File: config.mk
export PLATFORM = sky130hd
export DESIGN_NAME = decode_stage_flat
export DESIGN_NICKNAME = d
export VERILOG_FILES = /design/src/rtl/decode_stage_if.sv /design/src/rtl/decode_stage.sv /design/src/flat_wrapper.sv
export SDC_FILE = /design/constraint.sdc
export NUM_CORES = 1
export LEC_CHECK = 0
export CORE_ASPECT_RATIO = 0.6
export CORE_MARGIN = 4
export CORE_UTILIZATION = 29
export CTS_CLUSTER_DIAMETER = 50
export DETAILED_ROUTE_END_ITERATION = 10
export PLACE_DENSITY = 0.46
export SYNTH_ARGS = -nofsm -noshare
export SYNTH_HDL_FRONTEND = slang
export SYNTH_SLANG_ARGS = --single-unit
File: constraint.sdc
create_clock -name clk -period 3.9 [get_ports clk]
set_input_delay 0.975 -clock clk [delete_from_list [all_inputs] [get_ports clk]]
set_output_delay 0.975 -clock clk [all_outputs]
set_load 0.005 [all_outputs]
File: src/rtl/decode_stage_if.sv
// Fetch/write-back inputs and ID/EX outputs of the decode stage, bundled.
// Handshake: fetch presents an instruction with if_valid=1 and must hold it
// unchanged while stall_out=1; the instruction is consumed on the first
// rising edge where stall_out=0 (or is discarded by flush).
interface decode_stage_if;
    logic        if_valid;
    logic [5:0]  if_opcode;
    logic [2:0]  if_src;
    logic [2:0]  if_dst;
    logic [3:0]  if_shamt;
    logic        flush;
    logic        wb_en;
    logic [2:0]  wb_addr;
    logic [15:0] wb_data;
    logic        stall_out;
    logic        id_valid;
    logic [5:0]  id_opcode;
    logic [2:0]  id_dst;
    logic [3:0]  id_shamt;
    logic [15:0] id_rs_val;
    logic [15:0] id_rd_val;
    logic [1:0]  id_alu_op;
    logic        id_mem_rd;
    logic        id_mem_wr;
    logic        id_reg_wr;
    logic        id_illegal;
    logic [15:0] id_count;

    // Driver side: fetch stage, write-back and pipeline control.
    modport master (
        output if_valid, if_opcode, if_src, if_dst, if_shamt, flush,
               wb_en, wb_addr, wb_data,
        input  stall_out, id_valid, id_opcode, id_dst, id_shamt,
               id_rs_val, id_rd_val, id_alu_op, id_mem_rd, id_mem_wr,
               id_reg_wr, id_illegal, id_count
    );

    // Decode stage side.
    modport slave (
        input  if_valid, if_opcode, if_src, if_dst, if_shamt, flush,
               wb_en, wb_addr, wb_data,
        output stall_out, id_valid, id_opcode, id_dst, id_shamt,
               id_rs_val, id_rd_val, id_alu_op, id_mem_rd, id_mem_wr,
               id_reg_wr, id_illegal, id_count
    );
endinterface

File: src/rtl/decode_stage.sv
// Instruction decode stage: opcode decode, 8x16 register file with
// write-through bypass, load-use hazard detection and the ID/EX register.
module decode_stage (
    input  logic          clk,
    input  logic          rst_n,
    decode_stage_if.slave bus
);
    localparam logic [5:0] OP_ADD = 6'b000011;
    localparam logic [5:0] OP_NOT = 6'b000100;
    localparam logic [5:0] OP_NOP = 6'b000101;
    localparam logic [5:0] OP_LDD = 6'b010001;
    localparam logic [5:0] OP_STD = 6'b010010;

    logic [15:0] regs [8];

    logic [1:0]  dec_alu_op;
    logic        dec_mem_rd;
    logic        dec_mem_wr;
    logic        dec_reg_wr;
    logic        dec_illegal;
    logic        use_src;
    logic        use_dst;
    logic [15:0] rs_val;
    logic [15:0] rd_val;
    logic        hazard;
    logic        stall;
    logic        load_bubble;

    logic        r_valid;
    logic [5:0]  r_opcode;
    logic [2:0]  r_dst;
    logic [3:0]  r_shamt;
    logic [15:0] r_rs_val;
    logic [15:0] r_rd_val;
    logic [1:0]  r_alu_op;
    logic        r_mem_rd;
    logic        r_mem_wr;
    logic        r_reg_wr;
    logic        r_illegal;
    logic [15:0] r_count;

    // Opcode table: control flags and which register operands are read.
    always_comb begin
        dec_alu_op  = 2'b00;
        dec_mem_rd  = 1'b0;
        dec_mem_wr  = 1'b0;
        dec_reg_wr  = 1'b0;
        dec_illegal = 1'b0;
        use_src     = 1'b0;
        use_dst     = 1'b0;
        case (bus.if_opcode)
            OP_ADD: begin dec_alu_op = 2'b01; dec_reg_wr = 1'b1; use_src = 1'b1; use_dst = 1'b1; end
            OP_NOT: begin dec_alu_op = 2'b10; dec_reg_wr = 1'b1; use_dst = 1'b1; end
            OP_NOP: ;
            OP_LDD: begin dec_mem_rd = 1'b1; dec_reg_wr = 1'b1; use_src = 1'b1; end
            OP_STD: begin dec_mem_wr = 1'b1; use_src = 1'b1; use_dst = 1'b1; end
            default: dec_illegal = 1'b1;
        endcase
    end

    // Read ports see a same-cycle write to the addressed register.
    assign rs_val = (bus.wb_en && bus.wb_addr == bus.if_src) ? bus.wb_data : regs[bus.if_src];
    assign rd_val = (bus.wb_en && bus.wb_addr == bus.if_dst) ? bus.wb_data : regs[bus.if_dst];

    // Load-use hazard: a load in ID/EX whose destination the incoming
    // instruction reads. The bubble clears id_mem_rd, so it lasts one cycle.
    assign hazard = r_valid && r_mem_rd && bus.if_valid &&
                    ((use_src && bus.if_src == r_dst) || (use_dst && bus.if_dst == r_dst));
    assign stall       = hazard && !bus.flush && rst_n;
    assign load_bubble = bus.flush || stall || !bus.if_valid;
    assign bus.stall_out = stall;

    // Register file write port; writes ignore stall and flush.
    always_ff @(posedge clk) begin
        if (!rst_n) begin
            for (int i = 0; i < 8; i++) regs[i] <= 16'h0000;
        end else if (bus.wb_en) begin
            regs[bus.wb_addr] <= bus.wb_data;
        end
    end

    // ID/EX register: loads a decoded instruction or a bubble every cycle.
    always_ff @(posedge clk) begin
        if (!rst_n || load_bubble) begin
            r_valid   <= 1'b0;
            r_opcode  <= 6'd0;
            r_dst     <= 3'd0;
            r_shamt   <= 4'd0;
            r_rs_val  <= 16'h0000;
            r_rd_val  <= 16'h0000;
            r_alu_op  <= 2'b00;
            r_mem_rd  <= 1'b0;
            r_mem_wr  <= 1'b0;
            r_reg_wr  <= 1'b0;
            r_illegal <= 1'b0;
            if (!rst_n) r_count <= 16'h0000;
        end else begin
            r_valid   <= 1'b1;
            r_opcode  <= bus.if_opcode;
            r_dst     <= bus.if_dst;
            r_shamt   <= bus.if_shamt;
            r_rs_val  <= rs_val;
            r_rd_val  <= rd_val;
            r_alu_op  <= dec_alu_op;
            r_mem_rd  <= dec_mem_rd;
            r_mem_wr  <= dec_mem_wr;
            r_reg_wr  <= dec_reg_wr;
            r_illegal <= dec_illegal;
            r_count   <= r_count + 16'd1;
        end
    end

    assign bus.id_valid   = r_valid;
    assign bus.id_opcode  = r_opcode;
    assign bus.id_dst     = r_dst;
    assign bus.id_shamt   = r_shamt;
    assign bus.id_rs_val  = r_rs_val;
    assign bus.id_rd_val  = r_rd_val;
    assign bus.id_alu_op  = r_alu_op;
    assign bus.id_mem_rd  = r_mem_rd;
    assign bus.id_mem_wr  = r_mem_wr;
    assign bus.id_reg_wr  = r_reg_wr;
    assign bus.id_illegal = r_illegal;
    assign bus.id_count   = r_count;
endmodule

File: src/flat_wrapper.sv
// flat-port wrapper written by rule: the top's interface ports become plain ports
module decode_stage_flat 
  (clk, rst_n, bus_if_valid, bus_if_opcode, bus_if_src, bus_if_dst, bus_if_shamt, bus_flush, bus_wb_en, bus_wb_addr, bus_wb_data, bus_stall_out, bus_id_valid, bus_id_opcode, bus_id_dst, bus_id_shamt, bus_id_rs_val, bus_id_rd_val, bus_id_alu_op, bus_id_mem_rd, bus_id_mem_wr, bus_id_reg_wr, bus_id_illegal, bus_id_count);
  decode_stage_if bus_i ();
  input  logic clk;
  input  logic rst_n;
  input wire logic [$bits(bus_i.if_valid)-1:0] bus_if_valid;
  input wire logic [$bits(bus_i.if_opcode)-1:0] bus_if_opcode;
  input wire logic [$bits(bus_i.if_src)-1:0] bus_if_src;
  input wire logic [$bits(bus_i.if_dst)-1:0] bus_if_dst;
  input wire logic [$bits(bus_i.if_shamt)-1:0] bus_if_shamt;
  input wire logic [$bits(bus_i.flush)-1:0] bus_flush;
  input wire logic [$bits(bus_i.wb_en)-1:0] bus_wb_en;
  input wire logic [$bits(bus_i.wb_addr)-1:0] bus_wb_addr;
  input wire logic [$bits(bus_i.wb_data)-1:0] bus_wb_data;
  output wire logic [$bits(bus_i.stall_out)-1:0] bus_stall_out;
  output wire logic [$bits(bus_i.id_valid)-1:0] bus_id_valid;
  output wire logic [$bits(bus_i.id_opcode)-1:0] bus_id_opcode;
  output wire logic [$bits(bus_i.id_dst)-1:0] bus_id_dst;
  output wire logic [$bits(bus_i.id_shamt)-1:0] bus_id_shamt;
  output wire logic [$bits(bus_i.id_rs_val)-1:0] bus_id_rs_val;
  output wire logic [$bits(bus_i.id_rd_val)-1:0] bus_id_rd_val;
  output wire logic [$bits(bus_i.id_alu_op)-1:0] bus_id_alu_op;
  output wire logic [$bits(bus_i.id_mem_rd)-1:0] bus_id_mem_rd;
  output wire logic [$bits(bus_i.id_mem_wr)-1:0] bus_id_mem_wr;
  output wire logic [$bits(bus_i.id_reg_wr)-1:0] bus_id_reg_wr;
  output wire logic [$bits(bus_i.id_illegal)-1:0] bus_id_illegal;
  output wire logic [$bits(bus_i.id_count)-1:0] bus_id_count;
  assign bus_i.if_valid = bus_if_valid;
  assign bus_i.if_opcode = bus_if_opcode;
  assign bus_i.if_src = bus_if_src;
  assign bus_i.if_dst = bus_if_dst;
  assign bus_i.if_shamt = bus_if_shamt;
  assign bus_i.flush = bus_flush;
  assign bus_i.wb_en = bus_wb_en;
  assign bus_i.wb_addr = bus_wb_addr;
  assign bus_i.wb_data = bus_wb_data;
  assign bus_stall_out = bus_i.stall_out;
  assign bus_id_valid = bus_i.id_valid;
  assign bus_id_opcode = bus_i.id_opcode;
  assign bus_id_dst = bus_i.id_dst;
  assign bus_id_shamt = bus_i.id_shamt;
  assign bus_id_rs_val = bus_i.id_rs_val;
  assign bus_id_rd_val = bus_i.id_rd_val;
  assign bus_id_alu_op = bus_i.id_alu_op;
  assign bus_id_mem_rd = bus_i.id_mem_rd;
  assign bus_id_mem_wr = bus_i.id_mem_wr;
  assign bus_id_reg_wr = bus_i.id_reg_wr;
  assign bus_id_illegal = bus_i.id_illegal;
  assign bus_id_count = bus_i.id_count;
  decode_stage u_core (.clk(clk), .rst_n(rst_n), .bus(bus_i));
endmodule
==> results of run 1 <==
==> power breakdown <==
part           internal, W  total [W]  switching [W]
registers          0.00235    0.00241      0.0000569
clock network      0.00100    0.00179       0.000788
logic             0.000273   0.000539       0.000266
==> Yosys cell counts, types with 4 or more instances <==
cell type / count
sky130_fd_sc_hd__edfxtp_1: 144
sky130_fd_sc_hd__and2_1: 143
sky130_fd_sc_hd__mux4_2: 64
sky130_fd_sc_hd__nor2_1: 58
sky130_fd_sc_hd__dfxtp_1: 52
sky130_fd_sc_hd__mux2i_1: 32
sky130_fd_sc_hd__a211oi_2: 25
sky130_fd_sc_hd__clkbuf_1: 21
sky130_fd_sc_hd__buf_2: 16
sky130_fd_sc_hd__xor2_1: 16
sky130_fd_sc_hd__nand2_1: 13
sky130_fd_sc_hd__xnor2_1: 11
sky130_fd_sc_hd__nor3_1: 8
sky130_fd_sc_hd__a211oi_1: 7
sky130_fd_sc_hd__o21ai_0: 7
sky130_fd_sc_hd__buf_6: 6
sky130_fd_sc_hd__nand4_1: 6
sky130_fd_sc_hd__nand2b_1: 5
sky130_fd_sc_hd__and3_1: 4
==> final cells by class <==
type	instances	area [sq um]
fillers	3004	20000
multi-input cells	421	3880
repair buffers	150	1400
inverters	3	11.3
clock inverters	8	82.6
well taps	416	520
clock buffers	24	514
flip-flops and latches	196	5370
==> cell families (layout without fill, tap and decap cells) <==
| family | Yosys count | in the layout |
|---|---|---|
| compound gates | 44 | 44 |
| xor+xnor | 27 | 27 |
| fa+ha+maj | 1 | 1 |
| buf+inv | 50 | 185 |
| flops | 196 | 196 |
| mux | 96 | 96 |
| simple gates | 253 | 253 |
==> worst register-to-register path, cell delays in order (launching register included) <==
cell	delay, ns
sky130_fd_sc_hd__dfxtp_1	0.41
sky130_fd_sc_hd__xnor2_1	0.14
sky130_fd_sc_hd__nand4_1	0.12
sky130_fd_sc_hd__o22ai_1	0.21
sky130_fd_sc_hd__buf_4	0.15
sky130_fd_sc_hd__a31o_2	0.47
sky130_fd_sc_hd__inv_1	0.31
sky130_fd_sc_hd__and2_1	0.24
==> sequential cells by signal, summed over array words and instances (netlist names) <==
signal	count
u_core.bus.id_alu_op	2
u_core.bus.id_count	16
u_core.bus.id_dst	3
u_core.bus.id_illegal	1
u_core.bus.id_mem_rd	1
u_core.bus.id_mem_wr	1
u_core.bus.id_opcode	6
u_core.bus.id_rd_val	16
u_core.bus.id_reg_wr	1
u_core.bus.id_rs_val	16
u_core.bus.id_shamt	4
u_core.bus.id_valid	1
u_core.regs	128
==> worst min path at each step <==
stage / slack (ns) / from / cells past startpoint / to
after floorplan: 0.60 / u_core.bus.id_count[15] / 2 / u_core.bus.id_count[15]
after global placement: 0.61 / u_core.bus.id_count[15] / 2 / u_core.bus.id_count[15]
after detailed placement: 0.62 / u_core.bus.id_count[15] / 2 / u_core.bus.id_count[15]
after CTS: 0.64 / u_core.bus.id_count[15] / 2 / u_core.bus.id_count[15]
after global routing: 0.68 / u_core.bus.id_count[0] / 1 / u_core.bus.id_count[0]
final: 0.63 / u_core.bus.id_count[15] / 2 / u_core.bus.id_count[15]
==> through the flow <==
step	setup WS [ns]	hold WS [ns]	setup TNS, ns	utilization [%]	std cells
floorplan	0.510	0.604	0	-	667
global placement	-0.0740	0.607	-0.0740	35.2	1186
detailed placement	-0.123	0.616	-0.123	35.2	1186
CTS	0.0381	0.638	0	37.1	1218
global route	0.0330	0.684	0	37.1	1218
finish	0.144	0.635	0	37.1	1218
==> timing repair <==
| action | in CTS | in global routing |
|---|---|---|
| endpoints found under the setup margin | 1 | 1 |
| resized for setup | 5 | 2 |
| cloned | 0 | 0 |
==> metal layers <==
| metal | up-vias | global-route usage, % | routed length [microns] |
|---|---|---|---|
| li1 | 2719 | - | - |
| met1 | 3086 | 21.2 | 12700 |
| met2 | 153 | 25.2 | 12900 |
| met3 | 22 | 3.24 | 1280 |
| met4 | 0 | 3.91 | 305 |
| met5 | - | 0 | 0 |
==> results list, run 1 <==
- The die covers 35800 sq um.
* Gr ovfl total: 0
- Violation count after the first detailed-route iteration: 422
- Commonest register cell after synthesis: sky130_fd_sc_hd__edfxtp_1
- Post-synthesis register bit count: 196
* Standby leakage power: 4.14 nW
- After routing the design area is 11800 sq um.
* Bufs and invs on worst path: 2
- The number of global-route vias before repair came to 6247.
- Net Count, Synth: 708
* Aggregate global-route resource usage: 15.4%
- Combinational family with the most area after synthesis: multiplexers
* Most frequent cells in the layout: 144 x sky130_fd_sc_hd__edfxtp_1, 143 x sky130_fd_sc_hd__and2_1, 101 x sky130_fd_sc_hd__clkdlybuf4s50_1
* Pre-antenna DRT Iters: 5
* Post-synthesis area per instance: 14.2 sq um
- The final-report max-slew violation count is 0.
- In this design, the critical path's most frequently occurring cell is sky130_fd_sc_hd__clkdlybuf4s50_1.
- Summing the areas of all fa, ha and maj instances in the mapped netlist gives 0.132% of the synthesized area.
* Post-detailed-placement cell area: 11200 sq um
- Number of placement rows: 50
* Compound-Gate Fraction of Synth Area: 4.54%
- Measured along the y axis, the die boundary spans 148 microns.
- Total power for the finished layout comes to 0.00473 W.
- Count of buffers inserted at the top-level ports: 108
- Number of synthesis warnings: 0
- Crit path DAT: 2.78 ns
* Required time of the critical path: 2.92 ns
- Top cell type by total area after synthesis: sky130_fd_sc_hd__edfxtp_1
- Cell count of the worst reg-to-reg path: 7
- TritonCTS built the clock tree.
* Final-report setup violation count: 0
- The routed design could run at a clock period as short as 3.76 ns.
- The setup path with the least slack is of type in2out.
- The most critical setup path has its endpoint at bus_stall_out.
- Summing the areas of all and, or, nand and nor instances in the mapped netlist gives 15.0% of the synthesized area.
* Antenna diode count: 0
- Global-route wire length before repair: 40400 microns
- After detailed routing, the number of remaining DRC violations is 0.
- Starting utilization of the core area: 29.9%
- For this design, the CTS-stage hold fixing added 0 buffers.
* CP startpoint: bus_if_src[2]
- Root buffer selected by CTS: sky130_fd_sc_hd__clkbuf_16
* Number of sinks on the clock net: 196
- In the final routed layout, each cell accounts on average for 22.3 microns.
- Buffers inserted during clock tree synthesis total 17.
- For the final database, setup skew stands at 0.0121 ns.
* Antenna violations before repair: 3
* Post-DRT Antenna Nets: 0
- I/O pin cnt: 109
- The final number of hold-violating endpoints is 0.
* Post-synthesis cell count: 667
- Standard cell with the maximum stage delay on the critical path: sky130_fd_sc_hd__clkdlybuf4s50_1
- Share of the clock period used by the worst path: 96.3%
- Setup repair after global routing left no endpoint under its margin.
- Compared with the post-synthesis result, the final layout area differs by 24.0%.
- After synthesis, the largest area contributor takes up 45.6% of total cell area.
- Maximum fanout along the worst path: 2
* Part of the Yosys area used for sequential elements: 56.5%
* Post CTS Setup Buffer Count: 0
- The mapped netlist covers 9490 sq um.
- Placer's final routability congestion estimate: 0.767
* Multiplexer area fraction after synthesis: 18.6%
* Proportion of layout cells with a drive suffix above 1: 21.2%
- Clock latency reported for the late side of the worst-skew pair: 0.45 ns
- Reg-to-reg startpoint: u_core.bus.id_dst[1]
- The signal on the critical path passes through clkdlybuf4s50_1, xnor2_1, nand4_1, o22ai_1, and3_1, and2_1, clkdlybuf4s50_1.
* CP Depth: 7
* Max H-tree Level: 4
- For this run, the slowest stage of the critical path takes 0.52 ns.
- In the routed layout, each cell is associated on average with a via count of 4.91.
- The final route contains 5980 vias.
* Post-synthesis async set-or-reset flop share: 0%
* Unique cell type count in the Yosys netlist: 36
* Upper clock frequency limit: 266 MHz
- Entering global routing, the biggest net connects 35 pins.
- Yosys mapped a number of flops with a built-in enable equal to 144.
- Worst ir drop on vdd: 322 uV
- The floorplan step set the die width to 242 microns.
- Setup slack on the worst reg-to-reg path comes out at 1.62 ns.
- Power density over cell area: 402 nW/um^2
- The worst setup path is captured at an output port.
- Clock-pin slew was measured on the worst setup and hold paths at 0.07 ns.
* Area share of xor/xnor cells in the synthesized design: 2.49%
- Kind of path behind the tightest hold check: reg2reg
- The longest clock path from root to sink contains 2 buffers.
* Crit Reg-Reg Endpoint: u_core.bus.id_count[1]
- The worst setup path is launched from a primary input.
- Result of the run: complete, no violations
- For this run, the post-layout net count is 830.
- The worst pin sits at a relative slew slack of 46.9%.
* Most common cell after layout, fill and taps aside: sky130_fd_sc_hd__edfxtp_1
- CORE AREA: 31700 sq um
* Tightest Pin Transition: 0.796 ns
- The HPWL after detailed placement is 17000 microns.
* Wire length reported by the detailed router: 27200 microns
* Top post-synthesis cells by area: sky130_fd_sc_hd__edfxtp_1 46%, sky130_fd_sc_hd__mux4_2 15%, sky130_fd_sc_hd__dfxtp_1 11%
* Max capacitance violation total: 0
- Broken down by cell family, the worst path's largest delay share belongs to buffers and inverters.
Note: power is estimated with default switching activity, not from simulation.
==> run 2: changes to the inputs <==
--- a/config.mk
+++ b/config.mk
@@ -10,6 +10,7 @@
 export CORE_UTILIZATION = 29
 export CTS_CLUSTER_DIAMETER = 50
 export DETAILED_ROUTE_END_ITERATION = 10
+export HOLD_SLACK_MARGIN = 0.12
 export PLACE_DENSITY = 0.46
 export SYNTH_ARGS = -nofsm -noshare
 export SYNTH_HDL_FRONTEND = slang
==> results of run 2 <==
Same layout as run 1: the final DEF is identical, and so are final timing and power.
==> run 3: changes to the inputs <==
--- a/config.mk
+++ b/config.mk
@@ -10,8 +10,10 @@
 export CORE_UTILIZATION = 29
 export CTS_CLUSTER_DIAMETER = 50
 export DETAILED_ROUTE_END_ITERATION = 10
+export GPL_ROUTABILITY_DRIVEN = 0
 export HOLD_SLACK_MARGIN = 0.12
 export PLACE_DENSITY = 0.46
+export SETUP_SLACK_MARGIN = 0.2
 export SYNTH_ARGS = -nofsm -noshare
 export SYNTH_HDL_FRONTEND = slang
 export SYNTH_SLANG_ARGS = --single-unit
==> run 3 against run 2 <==
  * Critical path depth unchanged
  * Routed wire length up 0.45%
  * Cell count up 0.25%
  * Sequential share of layout area down 0.21 points
  * Sequential power about the same
  * Hold slack worse by 0.0010 ns
  * Via count down 0.10%
  * Clock power about the same
  * Maximum frequency up 12%
  * Clock-buffer cell count unchanged
  * Flip-flop and latch count unchanged
  * Clock skew about the same
  * Largest cell class unchanged
  * Largest power group unchanged
==> results list, run 3 (synthesized netlist as in run 1, its figures left out) <==
- The run finished with clean final reports.
- The worst IR drop on VDD came to 321 uV (-0.26%).
- Proportion of layout cells with a drive suffix above 1: 22.6% (+1.4 points)
- TritonCTS built the clock tree.
- Multi-input gate area: 3920 sq um (+1.1%)
- Filler cells: 2996 (-0.27%)
- Pre-antenna DRT Iters: 5 (unchanged)
* Gr ovfl total: 0 (unchanged)
- The largest fanout of any net on the critical path is 7 (+5).
- The largest net degree at the start of global routing is 35 (unchanged).
* Root buffer selected by CTS: sky130_fd_sc_hd__clkbuf_16
- Setup repair after global routing missed its margin: no
* Top register by number of flip-flops: u_core.regs
- Most common cell after layout, fill and taps aside: sky130_fd_sc_hd__edfxtp_1
- Count of buffers inserted at the top-level ports: 108 (unchanged)
- Post-layout instance area: 11800 sq um (+0.46%)
* Clock latency reported for the late side of the worst-skew pair: 0.45 ns (about the same)
- The cts-stage hold buffer count is 0 (unchanged).
- Kind of critical path: in2out
- The standard cell area after detailed placement was 11200 sq um (unchanged).
* Half-perimeter wire length after detailed placement: 17000 microns (unchanged)
- The number of buffers added by the clock tree synthesis step came to 17 (unchanged).
* Final Hold Vio Count: 0 (unchanged)
* Worst Setup Slack post-DPL: -0.123 ns (unchanged)
* Share of the clock period used by the worst path: 86.0% (-10 points)
- The slew at the pin closest to its max-slew limit is 0.797 ns (+0.00115 ns).
- The average wire per standard cell was 22.4 microns (+0.20%).
- The number of global-route vias before repair was 6269 (+0.35%).
- Floorplan die width: 242 microns (unchanged)
- Via density per instance: 4.89 (-0.35%)
* Max Transition Viols Final: 0 (unchanged)
- Crit path DAT: 2.38 ns (-0.40 ns)
* Max H-tree Level: 4 (unchanged)
- Max capacitance violation total: 0 (unchanged)
* Max reg flops: 128 (unchanged)
- The number of I/O pins came to 109 (unchanged).
- The die extent in y is 148 microns (unchanged).
- Upper clock frequency limit: 298 MHz (+12%)
- The sum of internal, switching and leakage power is 0.00474 W (about the same).
- The wire length the detailed router placed on met1 was 12500 microns (-1.7%).
- The initial antenna violation count is 3 (unchanged).
- The tightest min-delay check is of the reg2reg type.
- Sort of element at the start of the critical path: primary input
* Drt drc: 0 (unchanged)
* Most frequent cells in the layout: 144 x sky130_fd_sc_hd__edfxtp_1, 143 x sky130_fd_sc_hd__and2_1, 96 x sky130_fd_sc_hd__clkdlybuf4s50_1
- Total Neg Setup Slack: 0 ns (unchanged)
- Antenna diode count: 0 (unchanged)
- Final-report setup violation count: 0 (unchanged)
* Overall die area: 35800 sq um (unchanged)
* Global-route wire length before repair: 40600 microns (+0.31%)
- The clock edge transition at the registers on the reported setup and hold paths is 0.07 ns (about the same).
- Area overhead of the layout relative to synthesis: 24.6%
* Worst Skew: 0.0118 ns (-0.000270 ns)
* Power density over cell area: 401 nW/um^2 (-0.39%)
- Worst setup margin: 0.548 ns (+0.403 ns)
- The final layout net count is 833 (+0.36%).
- The cell leakage power was 4.19 nW (+1.2%).
- Wire length reported by the detailed router: 27300 microns (+0.45%)
- For this design, the slowest cell found on the critical path is sky130_fd_sc_hd__dlygate4sd2_1.
- Delay of the slowest cell on the worst path: 0.30 ns (-0.22 ns)
* Aggregate global-route resource usage: 15.5% (+0.051 points)
* Starting utilization of the core area: 29.9% (unchanged)
- CTS Buffer Depth: 2 (unchanged)
- The data required time of the worst path came to 2.92 ns (about the same).
- The remaining antenna violation count came to 0 (unchanged).
- Footprint of the flip-flops and latches: 5370 sq um (unchanged)
* Bufs and invs on worst path: 2 (unchanged)
* Max_slew headroom: 46.9% (-0.077 points)
- Number of sinks on the clock net: 196 (unchanged)
* Routed wl met3: 1410 microns (+10%)
- The core utilization of the finished layout is 37.3% (+0.17 points).
- The length of routed met2 wiring was 13100 microns (+1.8%).
- The placeable core region was 31700 sq um (unchanged).
- The post-route minimum period was 3.35 ns (-0.403 ns).
- Violation count after the first detailed-route iteration: 422 (unchanged)
- The worst setup path is captured at an output port.
- Chain of cells forming the critical path: dlygate4sd2_1, and4bb_2, nor3_2, o22ai_2, and3_4, and2_1, dlymetal6s2s_1
* Kind of cell with the highest combined delay on the critical path: simple AND/OR/NAND/NOR gates
- The row count is 50 (unchanged).
- Vias: 5974 (-0.10%)
- Top layer used by detailed routing: met4
run 3: changes by cell type in the layout (fill, tap and decap cells not counted), sizes merged:
cell           delta
clkdlybuf4s50     -5
buf               +3
clkbuf            +3
dlymetal6s2s      +2
run 3: what timing repair did:
item                       in CTS  in global routing
setup endpoints to repair       1                  1
setup buffers                   0                  3
pin swaps                       0                  3
resized for setup              12                 14
run 3: final cells by class:
type / count / share of cell area, %
clock buffer: 24 / 4.35
clock inverter: 8 / 0.699
multi-input combinational: 421 / 33.1
inverter: 3 / 0.0953
timing repair buffer: 153 / 11.9
sequential: 196 / 45.4
tap: 416 / 4.40
run 3: per-layer routing:
metal,global-route usage (%),vias to the layer above
met5,0,-
met4,3.91,0
met3,3.24,17
met2,25.4,152
met1,21.2,3080
li1,-,2725
run 3: metrics by stage:
stage          hold WS (ns)  cells
5_1_grt               0.684   1221
4_1_cts               0.638   1218
6_report              0.634   1221
2_1_floorplan         0.604    667
3_3_place_gp          0.607   1186
3_5_place_dp          0.616   1186
run 3: tightest hold or removal path, cell delays in order, from the launching register on:
cell and delay (ns):
sky130_fd_sc_hd__edfxtp_1 0.37, sky130_fd_sc_hd__xor2_1 0.08, sky130_fd_sc_hd__nor2_1 0.08
run 3: power by group:
group,switching (W),internal [W]
clock network,0.000787,0.00100
logic,0.000269,0.000273
registers,0.0000569,0.00235
total,0.00111,0.00362
run 3: path summary, 6_finish.rpt:
check        slack, ns               startpoint                      end  cells after the start
max               0.55         bus_if_opcode[2]            bus_stall_out                      7
min               0.63  u_core.bus.id_count[15]  u_core.bus.id_count[15]                      2
max reg2reg       1.54     u_core.bus.id_dst[2]   u_core.bus.id_count[1]                      8
min reg2reg       0.63  u_core.bus.id_count[15]  u_core.bus.id_count[15]                      2
